--- src/rtl/bit_wise_serial_shifter_if.sv ---
// Request/result handshake bundle for the bit-wise serial shifter.
interface bit_wise_serial_shifter_if #(
    parameter int unsigned N = 8
);
    localparam int unsigned S = $clog2(N);

    logic         in_valid;
    logic         in_ready;
    logic [N-1:0] a;
    logic [S-1:0] shamt;
    logic         dir;
    logic         arith;
    logic         out_valid;
    logic         out_ready;
    logic [N-1:0] c;

    // Requester / result consumer side
    modport master (
        output in_valid, a, shamt, dir, arith, out_ready,
        input  in_ready, out_valid, c
    );

    // Shifter side
    modport slave (
        input  in_valid, a, shamt, dir, arith, out_ready,
        output in_ready, out_valid, c
    );
endinterface

--- src/rtl/bit_wise_serial_shifter.sv ---
// Multi-cycle shifter: one bit position per clock, valid/ready on both sides.
module bit_wise_serial_shifter #(
    parameter int unsigned N = 8
) (
    input  logic                      clk,
    input  logic                      rstn,
    bit_wise_serial_shifter_if.slave  bus,
    output logic                      busy
);
    localparam int unsigned S = $clog2(N);

    typedef enum logic [1:0] {
        IDLE  = 2'd0,
        SHIFT = 2'd1,
        DONE  = 2'd2
    } state_e;

    state_e       state_q,     state_d;
    logic [N-1:0] data_q,      data_d;
    logic [S-1:0] count_q,     count_d;
    logic         dir_q,       dir_d;
    logic         arith_q,     arith_d;
    logic         in_ready_q,  in_ready_d;
    logic         out_valid_q, out_valid_d;
    logic         busy_q,      busy_d;

    // Next-state, datapath step and registered-output decode
    always_comb begin
        state_d = state_q;
        data_d  = data_q;
        count_d = count_q;
        dir_d   = dir_q;
        arith_d = arith_q;

        unique case (state_q)
            IDLE: begin
                if (bus.in_valid) begin
                    data_d  = bus.a;
                    count_d = bus.shamt;
                    dir_d   = bus.dir;
                    arith_d = bus.arith;
                    state_d = (bus.shamt == S'(0)) ? DONE : SHIFT;
                end
            end
            SHIFT: begin
                // Arith only matters for right shifts: fill with MSB, else zero
                if (!dir_q) begin
                    data_d = {data_q[N-2:0], 1'b0};
                end else begin
                    data_d = {arith_q & data_q[N-1], data_q[N-1:1]};
                end
                count_d = count_q - S'(1);
                if (count_q == S'(1)) begin
                    state_d = DONE;
                end
            end
            DONE: begin
                if (bus.out_ready) begin
                    state_d = IDLE;
                end
            end
            default: begin
                state_d = IDLE;
            end
        endcase

        // Handshake flags decoded from the upcoming state so they leave a flop
        in_ready_d  = (state_d == IDLE);
        out_valid_d = (state_d == DONE);
        busy_d      = (state_d != IDLE);
    end

    // State and datapath registers with synchronous active-low reset
    always_ff @(posedge clk) begin
        if (!rstn) begin
            state_q     <= IDLE;
            data_q      <= '0;
            count_q     <= '0;
            dir_q       <= 1'b0;
            arith_q     <= 1'b0;
            in_ready_q  <= 1'b1;
            out_valid_q <= 1'b0;
            busy_q      <= 1'b0;
        end else begin
            state_q     <= state_d;
            data_q      <= data_d;
            count_q     <= count_d;
            dir_q       <= dir_d;
            arith_q     <= arith_d;
            in_ready_q  <= in_ready_d;
            out_valid_q <= out_valid_d;
            busy_q      <= busy_d;
        end
    end

    assign bus.in_ready  = in_ready_q;
    assign bus.out_valid = out_valid_q;
    assign bus.c         = data_q;
    assign busy          = busy_q;

endmodule

--- src/flat_wrapper.sv ---
// flat-port wrapper written by rule: the top's interface ports become plain ports
module bit_wise_serial_shifter_flat 
#(
    parameter int unsigned N = 8
)
  (clk, rstn, busy, bus_in_valid, bus_a, bus_shamt, bus_dir, bus_arith, bus_out_ready, bus_in_ready, bus_out_valid, bus_c);
  bit_wise_serial_shifter_if #(.N(N)) bus_i ();
  input  logic clk;
  input  logic rstn;
  output logic busy;
  input wire logic [$bits(bus_i.in_valid)-1:0] bus_in_valid;
  input wire logic [$bits(bus_i.a)-1:0] bus_a;
  input wire logic [$bits(bus_i.shamt)-1:0] bus_shamt;
  input wire logic [$bits(bus_i.dir)-1:0] bus_dir;
  input wire logic [$bits(bus_i.arith)-1:0] bus_arith;
  input wire logic [$bits(bus_i.out_ready)-1:0] bus_out_ready;
  output wire logic [$bits(bus_i.in_ready)-1:0] bus_in_ready;
  output wire logic [$bits(bus_i.out_valid)-1:0] bus_out_valid;
  output wire logic [$bits(bus_i.c)-1:0] bus_c;
  assign bus_i.in_valid = bus_in_valid;
  assign bus_i.a = bus_a;
  assign bus_i.shamt = bus_shamt;
  assign bus_i.dir = bus_dir;
  assign bus_i.arith = bus_arith;
  assign bus_i.out_ready = bus_out_ready;
  assign bus_in_ready = bus_i.in_ready;
  assign bus_out_valid = bus_i.out_valid;
  assign bus_c = bus_i.c;
  bit_wise_serial_shifter #(.N(N)) u_core (.clk(clk), .rstn(rstn), .bus(bus_i), .busy(busy));
endmodule
--- config.mk ---
export PLATFORM = sky130hd
export DESIGN_NAME = bit_wise_serial_shifter_flat
export DESIGN_NICKNAME = d
export VERILOG_FILES = /design/src/rtl/bit_wise_serial_shifter_if.sv /design/src/rtl/bit_wise_serial_shifter.sv /design/src/flat_wrapper.sv
export SDC_FILE = /design/constraint.sdc
export NUM_CORES = 1
export LEC_CHECK = 0
export ABC_AREA = 1
export ABC_CLOCK_PERIOD_IN_PS = 1140
export BUFFER_PORTS_ARGS = -buffer_cell sky130_fd_sc_hd__buf_2
export CAP_MARGIN = 15
export CORE_ASPECT_RATIO = 1.25
export CORE_MARGIN = 4
export CORE_UTILIZATION = 45
export CTS_CLUSTER_SIZE = 8
export DETAILED_ROUTE_END_ITERATION = 12
export PLACE_DENSITY = 0.73
export SYNTH_ARGS = -nofsm -noshare
export SYNTH_HDL_FRONTEND = slang
export SYNTH_SLANG_ARGS = --single-unit
export TNS_END_PERCENT = 1
--- constraint.sdc ---
create_clock -name clk -period 1.14 [get_ports clk]
set_clock_uncertainty 0.2 [all_clocks]
set_input_delay 0.171 -clock clk [delete_from_list [all_inputs] [get_ports clk]]
set_output_delay 0.171 -clock clk [all_outputs]
set_load 0.01 [all_outputs]
# Yosys cells after proc, flatten, opt, wreduce, memory -nomap -nowiden
# Index checks and enable logic that the tools add are counted.
dict set report classes {
  add_sub_neg 1
  n_eq_ne 5
  muxes 10
  n_bitwise 1
  n_reduce_logical 7
}
# cell count
set ops {}
lappend ops {{8-bit 2-to-1 mux} 2}
lappend ops {{8-bit one-hot mux with 2 select lines} 1}
lappend ops {{2-bit 2-to-1 mux} 4}
lappend ops {{2-bit one-hot mux with 3 select lines} 1}
lappend ops {{3-bit one-hot mux with 2 select lines} 1}
lappend ops {{2-bit == test, second input constant} 2}
lappend ops {{2-bit zero test} 2}
lappend ops {{2-bit AND reduction} 2}
lappend ops {{2-bit nonzero test} 2}
lappend ops {{3-bit by 1-bit == test with 1-bit output, second input constant} 1}
lappend ops {{3-bit zero test} 1}
lappend ops {{3-bit 2-to-1 mux} 1}
lappend ops {{3-bit by 1-bit subtractor with 3-bit output, second input constant} 1}
lappend ops {{2-bit by 1-bit == test with 1-bit output, second input constant} 1}
lappend ops {{2-bit inequality test, second input constant} 1}
lappend ops {{1-bit bitwise AND} 1}
dict set report totals {
  ff_bits 18
  input_bits 17
  output_inout_bits 11
  elab_cells 32
}

# Logic depth before layout (Yosys ltp)
# Gate-level depths: netlist of the first run.
dict set report logic_depth {
  word_depth 5
  ltp_mapped 9
  mapped_depth_nobuf 9
}

# Worst setup path after synthesis of the first run
# No wires, ideal clock.
dict set report synth_path {
  kind {reg2reg}
  startpoint {register u_core.state_q[0]}
  endpoint {register u_core.in_ready_q (netlist: u_core.bus.in_ready)}
  setup_ns 0.115
  arrival_ns 0.904
  required_ns 0.825
  setup_slack_ns -0.079
  path_stages_with_launch 8
  n_path_buf 0
  synth_period_minus_slack_ns 1.219
  cell_sequence {dfxtp_1 -> inv_2 -> nor2_4 -> nand2_1 -> nand2_1 -> nor2_1 -> nand2_1 -> nand2_1}
}
dict set report synth_via {
  elab_chain_cells 3
  elab_cells_between_ends 8
  classes_between {eq/ne: 2; mux: 4; reduce/logical: 2}
}
# element line_no
set synth_rtl {}
lappend synth_rtl {{from (decl)} bit_wise_serial_shifter.sv:18} ;# state_e state_q, state_d;
lappend synth_rtl {{from (signal assigned)} bit_wise_serial_shifter.sv:85} ;# state_q <= state_d;
lappend synth_rtl {{2-bit == test (tied with other cells)} bit_wise_serial_shifter.sv:35} ;# unique case (state_q)
lappend synth_rtl {{2-bit one-hot mux with 3 select lines (*)} bit_wise_serial_shifter.sv:35}
lappend synth_rtl {{2-bit zero test (*)} bit_wise_serial_shifter.sv:68} ;# in_ready_d = (state_d == IDLE);
lappend synth_rtl {{to (signal assigned)} bit_wise_serial_shifter.sv:90} ;# in_ready_q <= in_ready_d;
lappend synth_rtl {{to (decl)} bit_wise_serial_shifter.sv:23} ;# logic in_ready_q, in_ready_d;
# Mark *: on every way between the ends. The rest lies on a longest branch, timed or not.
# A chain may end at the register's enable or synchronous reset.

# Worst setup path after layout of the first run
dict set report layout_path {
  startpoint {register u_core.state_q[1]}
  endpoint {register u_core.data_q[3] (netlist: u_core.bus.c[3])}
}
dict set report layout_via {
  elab_chain_cells 3
  elab_cells_between_ends 6
  classes_between {eq/ne: 2; mux: 1; reduce/logical: 3}
}
# element line_no
set layout_rtl {}
lappend layout_rtl {{2-bit by 1-bit == test with 1-bit output or 2-bit zero test (tied branches)} bit_wise_serial_shifter.sv:35}
lappend layout_rtl {{2-bit nonzero test (no source line) or 2-bit inequality test (tied branches)} -}
lappend layout_rtl {{2-bit AND reduction (no source line)} -}
lappend layout_rtl {{to (signal assigned)} bit_wise_serial_shifter.sv:86} ;# data_q <= data_d;
lappend layout_rtl {{to (decl)} bit_wise_serial_shifter.sv:19} ;# logic [N-1:0] data_q, data_d;
# Several ways; a longest one is shown, not always the timed one.

==> results of run 1 <==
-- state kept, by name (all words and copies together) (netlist names) --
name and flops:
u_core.bus.c 8, u_core.busy 1, u_core.state_q 2, u_core.bus.in_ready 1
u_core.arith_q 1, u_core.bus.out_valid 1, u_core.dir_q 1, u_core.count_q 3
-- repair_timing --
action	in CTS	in global routing
resized for setup	18	10
hold endpoints to repair	8	0
hold buffers	8	0
setup endpoints to repair	23	28
pin swaps	1	1
-- final timing paths --
kind / depth (start not counted) / startpoint / to
setup / recovery: 7 / u_core.state_q[1] / u_core.bus.c[3]
hold reg to reg: 2 / u_core.arith_q / u_core.arith_q
hold / removal: 5 / bus_a[2] / u_core.bus.c[2]
setup reg to reg: 7 / u_core.state_q[1] / u_core.bus.c[3]
-- power breakdown --
part / internal (mW) / switching, mW / total (mW) / leakage (nW)
logic: 0.297 / 0.322 / 0.619 / 0.607
clock network: 0.194 / 0.207 / 0.401 / 0.0210
registers: 0.711 / 0.0604 / 0.771 / 0.153
total: 1.20 / 0.590 / 1.79 / 0.781
-- through the flow --
stage          hold slack [ns]  area [um^2]  std cells
2_1_floorplan            0.136         1020        156
3_3_place_gp             0.230         1270        222
3_5_place_dp             0.235         1270        222
4_1_cts                0.00159         1430        234
5_1_grt                 0.0133         1470        234
6_report              -0.00939         1470        234
-- cell usage in the layout (no fill, tap or decap), drive strengths merged --
master       count
clkbuf           4
nor3             1
a21oi           10
ha               2
dfxtp           18
nor2            18
o211ai           1
buf             39
dlygate4sd3      8
nand3           13
o21ai           10
inv             27
nand2           52
nand4            1
-- tightest hold or removal path, delay by kind of cell --
kind                   cells  cell delay, ns
and+or+nand+nor            3            0.17
buffers and inverters      2            0.12
-- cell families after synthesis --
family	Yosys count	synth area share
flops	18	0.361
simple gates	85	0.373
fa+ha+maj	2	0.0251
compound gates	21	0.115
buf+inv	30	0.125
-- metal layers --
metal / up-vias / GRT usage
li1: 580 / -
met1: 505 / 0.194
met2: 22 / 0.358
met3: 2 / 0.0246
met4: 0 / 0.0672
met5: - / 0
-- area by class of cell --
cell class	count	share of cell area
Sequential cell	18	0.257
Multi-Input combinational cell	108	0.369
Tap cell	30	0.0255
Inverter	27	0.0756
Timing Repair Buffer	47	0.248
Clock buffer	4	0.0246
-- cell usage after synthesis --
master    count  area share
o211ai_1      1      0.0075
nand2_1      48        0.18
inv_2         2      0.0075
nand4_1       1      0.0063
inv_1        24       0.090
ha_1          2       0.025
nand3_1      13       0.065
buf_6         1       0.011
nand2_4       3       0.034
nor2_1       17       0.064
a21oi_2       1      0.0088
nand2_2       1      0.0063
o21ai_2       1      0.0088
o21ai_0       9       0.045
inv_4         1      0.0063
nor2_4        1       0.011
dfxtp_1      18        0.36
a21oi_1       9       0.045
buf_2         1      0.0050
nor3_1        1      0.0050
clkbuf_2      1      0.0050
==> impl_metrics.ini, run 1 <==
[logic_synthesis]
avgSynthCellArea_um2 = 6.39
synth_nets = 175
synth.distinct_cells = 21
syn-cell-area_um2 = 997
syn_inst = 156
synth_seq_cells = 18
ys.warnings.count = 0
synth_seq_area_share = 0.361

[finish]
final_util = 0.719
fillers = 170
diodes = 0
final_nets = 224
drive_gt1_frac = 0.363
syn_to_final_growth_pct = 47.8
multi_input_area_um2 = 544
ff_latch_area_um2 = 379

[route]
wl_met2_mm = 1.34
wl_mm = 2.57
routedWlPerCell_um = 11.0
detail_route.iter0.violations = 18
final_antenna_net_count = 0
routed_via_density = 4.74
dr.pass1.iters = 4
vias = 1109
top_layer_used = met4
wl_met3_um = 103
drc = 0
route.layer.met1.wl_mm = 1.10

[hold_path]
worstHoldPathType = in -> reg

[worst_setup_path]
cpMaxStageDelayCell = dfxtp_4
arrival_ns = 1.30
worst-path-buf-inv = 3
reg2reg_slack_ns = -0.11
cp-end-kind = flop
crit_type = reg -> reg
critPathRequiredTime_ns = 1.18
cp_max_fo = 10
crit_family = flip-flops
worstSetupStartpointType = flop
slowest_delay_ns = 0.39
crit_chain = inv_6, nand2_4, nand2_4, inv_6, a21oi_1, nand2_1, inv_1

[sta]
fin_ws_ns = -0.114
hold_viol_final = 1
rsz0062_at_grt = true
finalSetupViolCount = 17
whs_ns = -0.00939
max_freq_mhz = 798
setup_tns_ns = -1.18
worst_pin_slew_ns = 0.189
relSlewSlack = 0.874
finalCritPeriodShare = 1.10
drv_slew = 0
fin_crit_ns = 1.25

[die]
ioPinCount = 28
rows = 18
coreArea_um2 = 2050
initial_utilization = 0.487
die_x_um = 50.1
chipHeight_um = 60.6
die_area_um2 = 3040

[placement]
routabilityCongestion = 0.898
pre_cts_ws_ns = -0.123
portBuffers = 27
dpl.hpwl_mm = 1.95

[clocking]
cts_max_level = 1
ctsRootBufferMaster = clkbuf_4
clk_path_buf_depth = 2
clk_pin_slew_ns = 0.11
clock_latency_ns = 0.29
cts.sinks = 18
cts_inserted_buffers = 3
postCtsSetupBuffers = 0
tritoncts = done

[global_routing]
grt_pass1_vias = 1080
grt_pass1_wl_mm = 4.28
grt.overflow.total = 0
grt_antenna_before_repair = 0
gr-usage-all-layers = 0.181
grt_max_degree = 11

[status]
status = complete, but fails checks
failed_checks = negative hold slack, negative setup slack

[power_and_ir_drop]
powerDensity_nw_per_um2 = 1220
p_leak_nw = 0.781
finalPower_mw = 1.79
vdd_drop_max_mv = 0.744

[job]
maxCapViolCount = 0
Note: power is estimated with default switching activity, not from simulation.
==> inputs of run 2 (changes only) <==
--- a/config.mk
+++ b/config.mk
@@ -15,6 +15,7 @@
 export CTS_CLUSTER_SIZE = 8
 export DETAILED_ROUTE_END_ITERATION = 12
 export PLACE_DENSITY = 0.73
+export SKIP_LAST_GASP = 1
 export SYNTH_ARGS = -nofsm -noshare
 export SYNTH_HDL_FRONTEND = slang
 export SYNTH_SLANG_ARGS = --single-unit
==> impl_metrics.ini, run 2 (same netlist as run 1, synthesis figures left out) <==
[worst_setup_path]
cp-end-kind = flop
crit_top_cell = nand2_1
cp_max_fo = 5
slowest_delay_ns = 0.39
arrival_ns = 1.25
worstSetupStartpointType = flop
cpMaxStageDelayCell = dfxtp_4
critPathRequiredTime_ns = 1.14
crit_type = reg -> reg
crit_chain = inv_6, nand2_4, buf_4, nand2_1, nand3_1, nand2_1, inv_1

[finish]
ff_latch_area_um2 = 370
multi_input_area_um2 = 551
syn_to_final_growth_pct = 41.9
diodes = 0
drive_gt1_frac = 0.325
final_util = 0.690
layout_commonest_cell = nand2_1
final_cell_area_um2 = 1420
final_nets = 223
fillers = 176
mostFrequentLayoutCells = nand2_1, buf_2, inv_1
largest_reg_flops = 8

[clocking]
clk_pin_slew_ns = 0.11
tritoncts = done
ctsRootBufferMaster = clkbuf_4
postCtsSetupBuffers = 0
cts_inserted_buffers = 3
clock_latency_ns = 0.28
clk_path_buf_depth = 2
cts.sinks = 18
cts_max_level = 1

[global_routing]
grt.overflow.total = 0
gr-usage-all-layers = 0.180
grt_pass1_vias = 1073
grt_pass1_wl_mm = 4.24
grt_antenna_before_repair = 0
grt_max_degree = 11

[sta]
relSlewSlack = 0.872
drv_slew = 0
fin_ws_ns = -0.109
rsz0062_at_grt = true
finalSetupViolCount = 22
fin_crit_ns = 1.25
worst_pin_slew_ns = 0.192
max_freq_mhz = 801
setup_tns_ns = -1.41
hold_viol_final = 1
whs_ns = -0.00489
finalCritPeriodShare = 1.10

[placement]
routabilityCongestion = 0.898
dpl_cell_area_um2 = 1270
pre_cts_ws_ns = -0.123
portBuffers = 27
dpl.hpwl_mm = 1.95

[job]
maxCapViolCount = 0

[hold_path]
worstHoldPathType = in -> reg

[die]
die_x_um = 50.1
die_area_um2 = 3040
chipHeight_um = 60.6
initial_utilization = 0.487
coreArea_um2 = 2050
ioPinCount = 28
rows = 18

[route]
dr.pass1.iters = 4
drc = 0
routed_via_density = 4.74
vias = 1105
detail_route.iter0.violations = 18
routedWlPerCell_um = 10.8
final_antenna_net_count = 0
wl_mm = 2.53

[status]
status = complete, but fails checks
failed_checks = negative hold slack, negative setup slack

[power_and_ir_drop]
p_leak_nw = 0.767
powerDensity_nw_per_um2 = 1230
vdd_drop_max_mv = 0.729
-- run 2: cell type report --
class                   count  share of cell area
clock buffers               4              0.0256
inverters                  27              0.0769
multi-input cells         108               0.389
flip-flops and latches     18               0.262
well taps                  30              0.0265
repair buffers             46               0.220
-- run 2: final timing paths --
| path | from | endpoint | slack, ns | cells past startpoint |
|---|---|---|---|---|
| worst max-delay path | u_core.state_q[1] | u_core.bus.c[4] | -0.11 | 7 |
| worst min-delay path | bus_a[2] | u_core.bus.c[2] | -0.005 | 5 |
| worst min register to register | u_core.arith_q | u_core.arith_q | 0.30 | 2 |
| worst max register to register | u_core.state_q[1] | u_core.bus.c[4] | -0.11 | 7 |
-- run 2: what timing repair did --
item | in CTS | in global routing
hold endpoints to repair | 7 | 0
hold buffers | 7 | 0
gates resized for setup | 7 | 4
setup endpoints to repair | 23 | 28
pin swaps | 1 | 0
-- run 2: metrics by stage --
stage / power [mW] / cells
2_1_floorplan: 1.10 / 156
3_3_place_gp: 1.30 / 222
3_5_place_dp: 1.31 / 222
4_1_cts: 1.73 / 233
5_1_grt: 1.86 / 233
6_report: 1.74 / 233
-- run 2: power breakdown --
part           internal (mW)  switching, mW
clock network          0.194          0.200
registers              0.704         0.0532
logic                  0.262          0.324
-- run 2: worst max-delay path, delay by kind of cell (launching register included) --
| family | cells | cell delay [ns] |
|---|---|---|
| flops | 1 | 0.39 |
| simple gates | 4 | 0.28 |
| buf+inv | 3 | 0.28 |
-- run 2: metal layers --
layer / vias to the layer above / wire length, um / GRT usage
li1: 576 / - / -
met1: 505 / 1050 / 0.191
met2: 22 / 1350 / 0.356
met3: 2 / 113 / 0.0246
met4: 0 / 21 / 0.0672
met5: - / 0 / 0
==> inputs of run 3 (changes only) <==
--- a/config.mk
+++ b/config.mk
@@ -5,16 +5,15 @@
 export SDC_FILE = /design/constraint.sdc
 export NUM_CORES = 1
 export LEC_CHECK = 0
-export ABC_AREA = 1
-export ABC_CLOCK_PERIOD_IN_PS = 1140
+export ABC_CLOCK_PERIOD_IN_PS = 1250
 export BUFFER_PORTS_ARGS = -buffer_cell sky130_fd_sc_hd__buf_2
 export CAP_MARGIN = 15
 export CORE_ASPECT_RATIO = 1.25
 export CORE_MARGIN = 4
-export CORE_UTILIZATION = 45
+export CORE_UTILIZATION = 49
 export CTS_CLUSTER_SIZE = 8
 export DETAILED_ROUTE_END_ITERATION = 12
-export PLACE_DENSITY = 0.73
+export PLACE_DENSITY = 0.77
 export SKIP_LAST_GASP = 1
 export SYNTH_ARGS = -nofsm -noshare
 export SYNTH_HDL_FRONTEND = slang
==> constraint.sdc (replaced) <==
create_clock -name clk -period 1.25 [get_ports clk]
set_clock_uncertainty 0.2 [all_clocks]
set_input_delay 0.1875 -clock clk [delete_from_list [all_inputs] [get_ports clk]]
set_output_delay 0.1875 -clock clk [all_outputs]
set_load 0.01 [all_outputs]
==> impl_metrics.ini, run 3 <==
[global_routing]
gr-usage-all-layers = 0.180
grt_antenna_before_repair = 0
grt_pass1_vias = 848
grt.overflow.total = 0
grt_max_degree = 11
grt_pass1_wl_mm = 3.57

[placement]
routabilityCongestion = 0.757
dpl.hpwl_mm = 1.61
portBuffers = 27
pre_cts_ws_ns = -0.237
placed_cells = 150

[sta]
worst_pin_slew_ns = 0.358
rsz0062_at_grt = true
max_freq_mhz = 684
setup_tns_ns = -2.85
drv_slew = 0
fin_ws_ns = -0.213
fin_crit_ns = 1.46
finalSetupViolCount = 17
hold_viol_final = 0
relSlewSlack = 0.758
finalCritPeriodShare = 1.17

[finish]
mostFrequentLayoutCells = buf_2, dfxtp_1, buf_4
final_nets = 158
final-instance-count-excl-fill = 157
multi_input_area_um2 = 500
drive_gt1_frac = 0.391
ff_latch_area_um2 = 362
largest_reg_flops = 8
syn_to_final_growth_pct = 35.2
fillers = 143
layout_commonest_cell = buf_2
diodes = 0

[worst_setup_path]
critPathRequiredTime_ns = 1.29
crit_chain = or3b_4, buf_6, nor4_4, o31a_1
crit_family = simple AND/OR/NAND/NOR gates
slowest_delay_ns = 0.40
startpoint = u_core.state_q[1]
worstSetupStartpointType = flop
cpMaxStageDelayCell = or3b_4
crit_type = reg -> reg
cp_max_fo = 6
r2r-start = u_core.state_q[1]
worst-path-buf-inv = 1
arrival_ns = 1.50
cp-end-kind = flop

[route]
wl_mm = 2.14
drc = 0
detail_route.iter0.violations = 14
final_antenna_net_count = 0
routedWlPerCell_um = 13.6
dr.pass1.iters = 3
vias = 846
routed_via_density = 5.39

[power_and_ir_drop]
powerDensity_nw_per_um2 = 1190
p_leak_nw = 0.560
finalPower_mw = 1.47
vdd_drop_max_mv = 0.840

[logic_synthesis]
ys.warnings.count = 0
synth.distinct_cells = 30
synth_seq_area_share = 0.395
yosysTopAreaCell = dfxtp_1
synth.most_common_cell = dfxtp_1
synth_edf_count = 0
synth_seq_cells = 18
synth_area_leaders = dfxtp_1, mux2i_1, a32o_1
syn-cell-area_um2 = 913
ys.flop_type = dfxtp_1
async_reset_ff_frac = 0
synth_nets = 114
avgSynthCellArea_um2 = 9.61
yosysTopAreaCellShare = 0.395
syn_inst = 95
synth_common_cells = dfxtp_1, nand2b_1, mux2i_1, nand2_1

[clocking]
clock_latency_ns = 0.29
tritoncts = done
cts_inserted_buffers = 3
clk_pin_slew_ns = 0.11
cts_max_level = 1
clk_path_buf_depth = 2
ctsRootBufferMaster = clkbuf_4
cts.sinks = 18

[hold_path]
worstHoldPathType = in -> reg
hp-start = bus_shamt[1]

[die]
ioPinCount = 28
rows = 17
die_area_um2 = 2620
chipHeight_um = 56.3
initial_utilization = 0.517
coreArea_um2 = 1770
die_x_um = 46.6

[status]
failed_checks = negative setup slack
status = complete, but fails checks

[job]
maxCapViolCount = 0
-- run 3: changes by cell type after synthesis, moves of 2 or more --
cell | before | now
inv_1 | 24 | 6
o31a_1 | 0 | 2
mux2i_1 | 0 | 8
o21ai_0 | 9 | 3
nor2_1 | 17 | 3
inv_2 | 2 | 0
a31oi_1 | 0 | 2
a21oi_1 | 9 | 4
nand2_4 | 3 | 0
nor2b_1 | 0 | 5
nand2b_1 | 0 | 9
nand2_1 | 48 | 8
nand3_1 | 13 | 1
a32o_1 | 0 | 6
-- run 3: where the power goes --
part / switching [mW] / internal [mW]
registers: 0.0477 / 0.637
logic: 0.198 / 0.223
clock network: 0.186 / 0.177
-- run 3: worst reg2reg max path: stages, from the launching register on --
cell	delay, ns
dfxtp_2	0.35
or3b_4	0.40
buf_6	0.15
nor4_4	0.16
o31a_1	0.16
-- run 3: through the flow --
stage,area (um^2),utilization,hold WS (ns)
finish,1230,0.700,0.0210
global route,1230,0.700,0.0295
CTS,1230,0.700,0.0176
detailed placement,1150,0.652,0.249
global placement,1150,0.652,0.240
floorplan,915,-,0.142
-- run 3: layer usage --
layer / up-vias / share of wire / GRT usage
met5: - / 0 / 0
met3: 2 / 0.047 / 0.0385
met4: 0 / 0.0065 / 0.0593
met1: 397 / 0.45 / 0.236
met2: 18 / 0.50 / 0.285
li1: 429 / - / -
-- run 3: what timing repair did --
| action | CTS | global route |
|---|---|---|
| resized for setup | 6 | 0 |
| endpoints found under the hold margin | 3 | 0 |
| hold buffers | 3 | 0 |
| gates cloned | 0 | 0 |
| setup endpoints to repair | 17 | 24 |
| pin swaps | 0 | 0 |
| buffers inserted | 0 | 0 |
-- run 3: worst paths after layout --
path | endpoint | slack, ns | cells after the start
worst max register to register | u_core.state_q[1] | -0.21 | 4
worst min-delay path | u_core.count_q[1] | 0.02 | 2
worst min register to register | u_core.bus.c[5] | 0.33 | 1
worst max-delay path | u_core.state_q[1] | -0.21 | 4
-- run 3: kinds of logic (layout without fill, tap and decap cells) --
kind of cell               Yosys count  count (layout)  synth area share
AOI/OAI and AO/OA                   25              25             0.214
adders and majority gates            2               2            0.0274
buffers and inverters               11              54            0.0685
DFF                                 18              18             0.395
muxes                                8               8            0.0877
and+or+nand+nor                     31              31             0.208
-- run 3: cell type report --
class | count | share of cell area
multi-input cells | 66 | 0.405
well taps | 19 | 0.0193
flip-flops and latches | 18 | 0.293
repair buffers | 44 | 0.235
inverters | 6 | 0.0182
clock buffers | 4 | 0.0294
